## src/rtl/uart_cmd_ctrl.sv

```systemverilog
`default_nettype none
// +----------------------------------------------------------------------------+
// | Module      : uart_cmd_ctrl                                                |
// | Description : Parses UART RX byte frames into register-file write/read     |
// |               accesses and returns read data to UART TX.                   |
// |               Write frame: WR_CMD, ADDR, DATA.  Read frame: RD_CMD, ADDR.  |
// |               Optional macro CTRL_TIMEOUT_EN adds an inter-byte timeout.   |
// | Revision    : 1.0 - initial release                                        |
// +----------------------------------------------------------------------------+
module uart_cmd_ctrl #(
  parameter int unsigned      WIDTH          = 8,
  parameter int unsigned      DEPTH          = 16,
  parameter logic [WIDTH-1:0] WR_CMD         = 8'hAA,
  parameter logic [WIDTH-1:0] RD_CMD         = 8'hBB,
  parameter int unsigned      TIMEOUT_CYCLES = 1024
) (
  input  logic             CTRL_CLK,
  input  logic             CTRL_RST,
  input  logic [WIDTH-1:0] RX_P_Data,
  input  logic             RX_D_Valid,
  input  logic [WIDTH-1:0] RF_RdData,
  input  logic             RF_Rd_Data_Valid,
  input  logic             TX_Busy,
  output logic [WIDTH-1:0] RF_Addr,
  output logic [WIDTH-1:0] RF_WrData,
  output logic             RF_Wr_en,
  output logic             RF_Rd_en,
  output logic [WIDTH-1:0] TX_P_Data,
  output logic             TX_D_Valid,
  output logic             Cmd_Error
);

  typedef enum logic [2:0] {
    S_IDLE    = 3'd0,
    S_WR_ADDR = 3'd1,
    S_WR_DATA = 3'd2,
    S_RD_ADDR = 3'd3,
    S_RD_WAIT = 3'd4,
    S_TX_SEND = 3'd5
  } state_e;

  // One extra bit so DEPTH itself is representable when DEPTH == 2**WIDTH.
  localparam logic [WIDTH:0] c_DEPTH = (WIDTH+1)'(DEPTH);

  state_e           state_q, state_d;
  logic [WIDTH-1:0] addr_q, addr_d;
  logic [WIDTH-1:0] hold_q, hold_d;
  logic [WIDTH-1:0] rf_addr_q, rf_addr_d;
  logic [WIDTH-1:0] rf_wrdata_q, rf_wrdata_d;
  logic [WIDTH-1:0] tx_data_q, tx_data_d;
  logic             rf_wr_en_q, rf_wr_en_d;
  logic             rf_rd_en_q, rf_rd_en_d;
  logic             tx_valid_q, tx_valid_d;
  logic             err_q, err_d;
  logic             addr_ok;
  logic             to_expired;

  assign addr_ok = ({1'b0, RX_P_Data} < c_DEPTH);

`ifdef CTRL_TIMEOUT_EN
  localparam int unsigned c_TO_W = (TIMEOUT_CYCLES > 2) ? $clog2(TIMEOUT_CYCLES) : 1;
  localparam logic [c_TO_W-1:0] c_TO_LAST = c_TO_W'(TIMEOUT_CYCLES - 1);

  logic [c_TO_W-1:0] to_cnt_q, to_cnt_d;
  logic              to_active;

  assign to_active  = state_q inside {S_WR_ADDR, S_WR_DATA, S_RD_ADDR};
  assign to_expired = to_active && !RX_D_Valid && (to_cnt_q == c_TO_LAST);

  // Inter-byte counter: zero outside partial frames, on any byte and on state entry.
  always_comb begin
    to_cnt_d = to_cnt_q + 1'b1;
    if (!to_active || RX_D_Valid || (state_d != state_q)) begin
      to_cnt_d = '0;
    end
  end

  // Inter-byte counter register.
  always_ff @(posedge CTRL_CLK or negedge CTRL_RST) begin
    if (!CTRL_RST) begin
      to_cnt_q <= '0;
    end else begin
      to_cnt_q <= to_cnt_d;
    end
  end
`else
  logic unused_timeout;
  assign to_expired     = 1'b0;
  // Keeps the timeout parameter referenced when the counter is compiled out.
  assign unused_timeout = (TIMEOUT_CYCLES == 0);
`endif

  // Frame parser: next state plus next values of every registered output.
  always_comb begin
    state_d     = state_q;
    addr_d      = addr_q;
    hold_d      = hold_q;
    rf_addr_d   = rf_addr_q;
    rf_wrdata_d = rf_wrdata_q;
    tx_data_d   = tx_data_q;
    rf_wr_en_d  = 1'b0;
    rf_rd_en_d  = 1'b0;
    tx_valid_d  = 1'b0;
    err_d       = 1'b0;
    case (state_q)
      S_IDLE: begin
        if (RX_D_Valid) begin
          if (RX_P_Data == WR_CMD)      state_d = S_WR_ADDR;
          else if (RX_P_Data == RD_CMD) state_d = S_RD_ADDR;
          else                          err_d   = 1'b1;
        end
      end
      S_WR_ADDR: begin
        if (RX_D_Valid) begin
          if (addr_ok) begin
            addr_d  = RX_P_Data;
            state_d = S_WR_DATA;
          end else begin
            err_d   = 1'b1;
            state_d = S_IDLE;
          end
        end else if (to_expired) begin
          err_d   = 1'b1;
          state_d = S_IDLE;
        end
      end
      S_WR_DATA: begin
        if (RX_D_Valid) begin
          rf_addr_d   = addr_q;
          rf_wrdata_d = RX_P_Data;
          rf_wr_en_d  = 1'b1;
          state_d     = S_IDLE;
        end else if (to_expired) begin
          err_d   = 1'b1;
          state_d = S_IDLE;
        end
      end
      S_RD_ADDR: begin
        if (RX_D_Valid) begin
          if (addr_ok) begin
            rf_addr_d  = RX_P_Data;
            rf_rd_en_d = 1'b1;
            state_d    = S_RD_WAIT;
          end else begin
            err_d   = 1'b1;
            state_d = S_IDLE;
          end
        end else if (to_expired) begin
          err_d   = 1'b1;
          state_d = S_IDLE;
        end
      end
      S_RD_WAIT: begin
        // Bytes arriving while a read is outstanding are dropped.
        err_d = RX_D_Valid;
        // RF read data is only valid alongside its strobe.
        if (RF_Rd_Data_Valid) begin
          hold_d  = RF_RdData;
          state_d = S_TX_SEND;
        end
      end
      S_TX_SEND: begin
        err_d = RX_D_Valid;
        if (!TX_Busy) begin
          tx_data_d  = hold_q;
          tx_valid_d = 1'b1;
          state_d    = S_IDLE;
        end
      end
      default: state_d = S_IDLE;
    endcase
  end

  // State and output registers; reset discards any partial frame.
  always_ff @(posedge CTRL_CLK or negedge CTRL_RST) begin
    if (!CTRL_RST) begin
      state_q     <= S_IDLE;
      addr_q      <= '0;
      hold_q      <= '0;
      rf_addr_q   <= '0;
      rf_wrdata_q <= '0;
      tx_data_q   <= '0;
      rf_wr_en_q  <= 1'b0;
      rf_rd_en_q  <= 1'b0;
      tx_valid_q  <= 1'b0;
      err_q       <= 1'b0;
    end else begin
      state_q     <= state_d;
      addr_q      <= addr_d;
      hold_q      <= hold_d;
      rf_addr_q   <= rf_addr_d;
      rf_wrdata_q <= rf_wrdata_d;
      tx_data_q   <= tx_data_d;
      rf_wr_en_q  <= rf_wr_en_d;
      rf_rd_en_q  <= rf_rd_en_d;
      tx_valid_q  <= tx_valid_d;
      err_q       <= err_d;
    end
  end

  assign RF_Addr    = rf_addr_q;
  assign RF_WrData  = rf_wrdata_q;
  assign RF_Wr_en   = rf_wr_en_q;
  assign RF_Rd_en   = rf_rd_en_q;
  assign TX_P_Data  = tx_data_q;
  assign TX_D_Valid = tx_valid_q;
  assign Cmd_Error  = err_q;

endmodule
`default_nettype wire

```

## config.mk

```make
export PLATFORM = sky130hd
export DESIGN_NAME = uart_cmd_ctrl
export DESIGN_NICKNAME = d
export VERILOG_FILES = /design/src/rtl/uart_cmd_ctrl.sv
export SDC_FILE = /design/constraint.sdc
export NUM_CORES = 1
export LEC_CHECK = 0
export BUFFER_PORTS_ARGS = -buffer_cell sky130_fd_sc_hd__buf_2
export CELL_PAD_IN_SITES_DETAIL_PLACEMENT = 0
export CELL_PAD_IN_SITES_GLOBAL_PLACEMENT = 1
export CORE_UTILIZATION = 42
export CTS_CLUSTER_SIZE = 16
export DETAILED_ROUTE_END_ITERATION = 6
export PLACE_DENSITY = 0.83
export SYNTH_ARGS = -nofsm -noshare
export SYNTH_HDL_FRONTEND = slang
export SYNTH_SLANG_ARGS = --single-unit
export TNS_END_PERCENT = 1
```

## constraint.sdc

```tcl
create_clock -name CTRL_CLK -period 2.15 [get_ports CTRL_CLK]
set_input_delay 0.215 -clock CTRL_CLK [delete_from_list [all_inputs] [get_ports CTRL_CLK]]
set_output_delay 0.215 -clock CTRL_CLK [all_outputs]
set_load 0.01 [all_outputs]
```

==> impl_metrics.tcl, run 1 <==
set metrics [dict create \
    coreArea_um2 4410 \
    async_reset_ff_frac 1.00 \
    die_w_um 70.3 \
    cts_buffer_depth 2 \
    cap_viol_max_count 0 \
    hp-start "RF_RdData[2]" \
    synth_edf_count 0 \
    grt_pass1_wl_mm 6.67 \
    worstSetupStartpoint "state_q[2]$_DFFE_PN0P_" \
    yosysWarnings 0 \
    tns_ns 0 \
    final_max_slew_viol_count 0 \
    cts_root_buf "clkbuf_8" \
    vdd_drop_max_uv 446 \
    max-slew-margin-rel 0.686 \
    postLayoutCellArea_um2 2400 \
    hold_violations 0 \
    crit_slowest_cell "dfrtp_1" \
    path_class "flop to flop" \
    netlist_area_um2 1960 \
    ios 49 \
    post-dp-hpwl_mm 2.95 \
    die_area_um2 4940 \
    totalWireLength_mm 3.93 \
    fin_hold_ws_ns 0.142 \
    crit_path_end_kind "flop" \
    crit_arrival_ns 1.94 \
    dr.pass1.iters 4 \
    synth-seq-area-share 0.601 \
    dpl.cell_count 232 \
    diodes 0 \
    vias_per_cell 5.31 \
    cp_slowest_stage_delay_ns 0.49 \
    drc 0 \
    track_usage 0.178 \
    power.density_nw_per_um2 794 \
    fin_crit_ns 1.76 \
    grt_max_degree 25 \
    crit_path_cell_trace "nand3b_1, nor2_2, mux2_2" \
    synth_ff_type "dfrtp_1" \
    cts-htree-levels 2 \
    hp-class "input pin to flop" \
    vias 1280 \
    p_leak_nw 1.21 \
    path_max_fanout 9 \
    place_area_um2 2290 \
    final_cells 241 \
    worst_pin_slew_ns 0.470 \
    fp-row-count 24 \
    die_height_um 70.3 \
    syn_nets 151 \
    rsz0062_at_grt "no" \
    finClkSkew_ns 0.00710 \
    required_ns 2.33 \
    port_buffers 48 \
    synth_cells 130 \
    synth-seq-cells 47 \
    start_kind "flop" \
    nNetsFinal 209 \
    drt_iter0_drc 78 \
    clock-sinks 47 \
    synthToLayoutAreaGrowth_pct 22.4 \
    insertion_delay_ns 0.30 \
    status "complete, no violations" \
    start_util 0.444 \
    setup_viol 0 \
    fin_util 0.543 \
    cts_tree "done" \
    grt_antenna_before_repair 0 \
    post_cts_resized 0 \
    cts_buffers 5 \
    reg2reg_from "state_q[2]$_DFFE_PN0P_" \
    grt_overflow 0 \
    synth_area_per_cell_um2 15.1 \
    post_drt_wl_per_cell_um 16.3 \
    ant_nets 0 \
    clock.fmax_mhz 569 \
    ys_types 26 \
    grt_pass1_vias 1311 \
    clkSlewWorstSetupHoldPaths_ns 0.08 \
    place.gp.congestion 0.806 \
    layout-drive-gt1-share 0.582 \
    period_share 0.817 \
]
==> layout make-up <==
cell class                      count  area, um^2
Fill cell                         374        2020
Sequential cell                    47        1180
Multi-Input combinational cell     80         768
Timing Repair Buffer               54         288
Clock buffer                        8         100
Tap cell                           52        65.1
==> layout by cell type, fill, tap and decap left out, drive strengths merged, types with 2 or more instances in the layout <==
master | synthesis | final
clkbuf | 1 | 8
nand3b | 4 | 4
nor2 | 4 | 4
nand4 | 2 | 2
mux2 | 44 | 44
buf | 2 | 53
nand2b | 2 | 2
a311oi | 2 | 2
dfrtp | 47 | 47
o21ai | 2 | 2
and2 | 4 | 4
nor2b | 4 | 4
==> cell usage after synthesis, drive strengths merged, types with 2 or more instances <==
| cell | count | area share |
|---|---|---|
| nor2b | 4 | 0.013 |
| nand3b | 4 | 0.015 |
| dfrtp | 47 | 0.60 |
| nand2b | 2 | 0.010 |
| o21ai | 2 | 0.0051 |
| a311oi | 2 | 0.0089 |
| and2 | 4 | 0.013 |
| nor2 | 4 | 0.0089 |
| buf | 2 | 0.0051 |
| nand4 | 2 | 0.0064 |
| mux2 | 44 | 0.25 |
==> through the flow <==
stage	power, W	setup WS (ns)
after floorplan	0.00121	0.569
after global placement	0.00133	0.426
after detailed placement	0.00135	0.410
after CTS	0.00193	0.403
after global routing	0.00200	0.325
final	0.00190	0.393
==> routing by layer <==
layer  global-route usage  up-vias  wire length, um
met5                    0        -                0
li1                     -      592                -
met1                0.225      655             1600
met2                0.284       25             2080
met4               0.0733        0               87
met3               0.0534        8              158
==> logic make-up (layout without fill, tap and decap cells) <==
| kind of cell | after synthesis | after routing | synth area share |
|---|---|---|---|
| simple gates | 28 | 28 | 0.105 |
| mux | 44 | 44 | 0.253 |
| flops | 47 | 47 | 0.601 |
| compound gates | 7 | 7 | 0.0294 |
| buf+inv | 3 | 62 | 0.00703 |
| xor+xnor | 1 | 1 | 0.00447 |
==> repair_timing <==
action / CTS / global route
endpoints found under the hold margin: 8 / 0
hold buffers: 1 / 0
setup buffers: 0 / 0
==> final timing paths <==
kind / end / slack, ns / depth (start not counted)
worst max-delay path: RF_WrData[2]$_DFFE_PN0P_ / 0.39 / 3
worst min-delay path: hold_q[2]$_DFFE_PN0P_ / 0.14 / 2
worst max register to register: RF_WrData[2]$_DFFE_PN0P_ / 0.39 / 3
worst min register to register: addr_q[5]$_DFFE_PN0P_ / 0.49 / 1
max in group asynchronous: RF_Addr[5]$_DFFE_PN0P_ / 1.28 / 3
min in group asynchronous: hold_q[6]$_DFFE_PN0P_ / 0.30 / 2
==> state kept, by name (all words and copies together), names as in the netlist <==
name and flops:
hold_q 8, RF_WrData 8, TX_P_Data 8, state_q 3
TX_D_Valid 1, RF_Addr 8, addr_q 8, RF_Wr_en 1
RF_Rd_en 1, Cmd_Error 1
==> critical path, delay by kind of cell, from the launching register on <==
| family | cells | cell delay [ns] |
|---|---|---|
| AND/OR/NAND/NOR | 2 | 0.76 |
| flip-flops | 1 | 0.49 |
| multiplexers | 1 | 0.39 |
==> where the power goes <==
part / leakage [nW] / switching (W) / internal (W)
clock: 0.0515 / 0.000280 / 0.000293
combinational: 0.543 / 0.000131 / 0.000150
sequential: 0.617 / 0.0000566 / 0.000993
(Power assumes the default switching activity.)
==> inputs of run 2 (changes only) <==
--- a/config.mk
+++ b/config.mk
@@ -5,13 +5,14 @@
 export SDC_FILE = /design/constraint.sdc
 export NUM_CORES = 1
 export LEC_CHECK = 0
+export ABC_AREA = 1
 export BUFFER_PORTS_ARGS = -buffer_cell sky130_fd_sc_hd__buf_2
 export CELL_PAD_IN_SITES_DETAIL_PLACEMENT = 0
 export CELL_PAD_IN_SITES_GLOBAL_PLACEMENT = 1
-export CORE_UTILIZATION = 42
+export CORE_UTILIZATION = 36
 export CTS_CLUSTER_SIZE = 16
 export DETAILED_ROUTE_END_ITERATION = 6
-export PLACE_DENSITY = 0.83
+export PLACE_DENSITY = 0.8
 export SYNTH_ARGS = -nofsm -noshare
 export SYNTH_HDL_FRONTEND = slang
 export SYNTH_SLANG_ARGS = --single-unit
==> constraint.sdc (replaced) <==
create_clock -name CTRL_CLK -period 1.6 [get_ports CTRL_CLK]
set_input_delay 0.16 -clock CTRL_CLK [delete_from_list [all_inputs] [get_ports CTRL_CLK]]
set_output_delay 0.16 -clock CTRL_CLK [all_outputs]
set_load 0.01 [all_outputs]
==> run 2 against run 1 <==
- utilization down 8.5 points
- global-route usage down 3.0 points
- flip-flop and latch count unchanged
- worst setup slack worse by 0.19 ns
- non-clock buffer count down 1
- clock skew down 0.00088 ns
- critical path depth up 3
- sequential power up 67%
- cell area up 7.8%
- register-to-register slack worse by 0.19 ns
- clock power up 49%
- critical endpoint is now TX_P_Data[2]$_DFFE_PN0P_
==> impl_metrics.tcl, run 2 <==
set metrics [dict create \
    status "complete, no violations" \
    fp-row-count 27 \
    rsz0062_at_grt "no" \
    final_max_slew_viol_count 0 \
    vias_per_cell 4.47 \
    power_frac_seq 0.461 \
    syn_nets 260 \
    path_class "flop to flop" \
    synthToLayoutAreaGrowth_pct 20.4 \
    netlist_area_um2 2150 \
    hold_violations 0 \
    period_share 0.873 \
    required_ns 1.84 \
    worst_slack_ns 0.204 \
    drc 0 \
    finClkSkew_ns 0.00622 \
    yosysWarnings 0 \
    layout-drive-gt1-share 0.327 \
    totalWireLength_mm 4.13 \
    crit_slowest_cell "dfrtp_2" \
    switching_share 0.339 \
    ios 49 \
    grt_pass1_wl_mm 7.16 \
    clock.fmax_mhz 716 \
    crit_arrival_ns 1.63 \
    cap_viol_max_count 0 \
    die_height_um 79.2 \
    power_frac_comb 0.315 \
    dr.pass1.iters 6 \
    synth_ff_type "dfrtp_1" \
    p_int_w 0.00252 \
    path_delay_family "simple AND/OR/NAND/NOR gates" \
    post-dp-hpwl_mm 3.06 \
    synth_cells 239 \
    ys_types 22 \
    place.gp.congestion 0.748 \
    synth_largest_area_cell "dfrtp_1" \
    coreArea_um2 5640 \
    postCtsSetupRepairBufs 0 \
    cts_buffer_depth 2 \
    pre_cts_ws_ns 0.128 \
    drt_iter0_drc 81 \
    final_cell_mix "nand2_1 (83), buf_2 (48), dfrtp_1 (46)" \
    port_buffers 48 \
    dpl.cell_count 357 \
    fin_crit_ns 1.40 \
    final_cells 366 \
    cts-htree-levels 2 \
    synth_area_leaders "dfrtp_1 (55%), nand2_1 (15%), inv_1 (3.8%), mux2_2 (3.7%), nand3_1 (3.3%)" \
    clock-sinks 47 \
    start_kind "flop" \
    synth-seq-area-share 0.548 \
    cts_tree "done" \
    crit_path_end_kind "flop" \
    cts_root_buf "clkbuf_8" \
    die_area_um2 6280 \
    nNetsFinal 314 \
    worst-path-buf-inv 2 \
    cp_common_cell "nand2_1" \
    worst_pin_slew_ns 0.582 \
    yosysMostFrequentCell "nand2_1" \
    pwr-share-clk 0.224 \
    start_util 0.381 \
    path_max_fanout 10 \
    diodes 0 \
    grt_max_degree 48 \
    crit_path_cell_trace "inv_2, nor2_1, nand3_4, clkinvlp_4, nand2_1, nand2_1" \
    synth_area_per_cell_um2 8.98 \
    synth-seq-cells 47 \
    grt_antenna_before_repair 0 \
    track_usage 0.148 \
    hp-class "input pin to flop" \
    ant_nets 0 \
    p_sw_w 0.00129 \
    setup_viol 0 \
    vdd_drop_max_uv 554 \
    max-slew-margin-rel 0.612 \
    grt_pass1_vias 1527 \
    tns_ns 0 \
    power.density_nw_per_um2 1470 \
    synth_top_area_frac 0.548 \
    post_drt_wl_per_cell_um 11.3 \
    vias 1635 \
    p_leak_nw 1.46 \
    cts_buffers 5 \
    cp_slowest_stage_delay_ns 0.46 \
    insertion_delay_ns 0.30 \
    synth_edf_count 0 \
    async_reset_ff_frac 1.00 \
    netlist_top_cells_count "nand2_1 (83), dfrtp_1 (47), inv_1 (22), nor2_1 (17), nand3_1 (14)" \
    final_common_cell "nand2_1" \
    clkSlewWorstSetupHoldPaths_ns 0.09 \
    grt_overflow 0 \
    die_w_um 79.2 \
]
-- run 2: metal layers --
| layer | global-route usage | up-vias | wire, um |
|---|---|---|---|
| met1 | 0.206 | 746 | 2140 |
| met5 | 0 | - | 0 |
| li1 | - | 849 | - |
| met2 | 0.221 | 34 | 1760 |
| met3 | 0.0333 | 6 | 163 |
| met4 | 0.0600 | 0 | 69 |
-- run 2: power groups by stage --
stage          Sequential (W)  Clock (W)  Combinational [W]
6_report              0.00175   0.000853            0.00120
5_1_grt               0.00181   0.000928            0.00137
4_1_cts               0.00175   0.000883            0.00121
3_5_place_dp          0.00178          0            0.00121
3_3_place_gp          0.00177          0            0.00119
2_1_floorplan         0.00183          0           0.000760
-- run 2: layout make-up --
type                    instances  area [um^2]
clock inverters                 3         43.8
well taps                      72         90.1
multi-input cells             158          816
repair buffers                 53          280
fillers                       567         3060
flip-flops and latches         47         1180
clock buffers                   5         68.8
inverters                      28          109
-- run 2: kinds of logic after synthesis --
| family | count (synthesis) | synth area share |
|---|---|---|
| AO/OA/AOI/OAI | 25 | 0.0758 |
| buffers and inverters | 34 | 0.0758 |
| flip-flops | 47 | 0.548 |
| multiplexers | 7 | 0.0367 |
| AND/OR/NAND/NOR | 126 | 0.264 |
-- run 2: worst paths after layout --
path	startpoint	to	cells after the start	slack [ns]
min	RF_RdData[1]	hold_q[1]$_DFFE_PN0P_	2	0.09
min reg2reg	hold_q[3]$_DFFE_PN0P_	TX_P_Data[3]$_DFFE_PN0P_	2	0.47
min in group asynchronous	CTRL_RST	state_q[2]$_DFFE_PN0P_	3	0.48
max in group asynchronous	CTRL_RST	state_q[2]$_DFFE_PN0P_	3	0.71
max reg2reg	state_q[2]$_DFFE_PN0P_	TX_P_Data[2]$_DFFE_PN0P_	6	0.20
max	state_q[2]$_DFFE_PN0P_	TX_P_Data[2]$_DFFE_PN0P_	6	0.20
-- run 2: per-stage QoR --
step            util  total power, W  area [um^2]  hold WS, ns
5_1_grt        0.458         0.00411         2580       0.0784
4_1_cts        0.456         0.00385         2570       0.0807
3_5_place_dp   0.434         0.00299         2450        0.289
6_report       0.458         0.00381         2580       0.0906
2_1_floorplan      -         0.00259         2150       -0.136
3_3_place_gp   0.434         0.00296         2450        0.285
-- run 2: worst register-to-register path: stages (launching register included) --
cell and delay, ns:
dfrtp_2 0.46, inv_2 0.08, nor2_1 0.25, nand3_4 0.21, clkinvlp_4 0.21, nand2_1 0.06, nand2_1 0.06
-- run 2: what timing repair did --
item	4_1_cts	5_1_grt
resized for setup	0	3
endpoints found under the setup margin	0	7
hold endpoints to repair	47	0
hold buffers	1	0
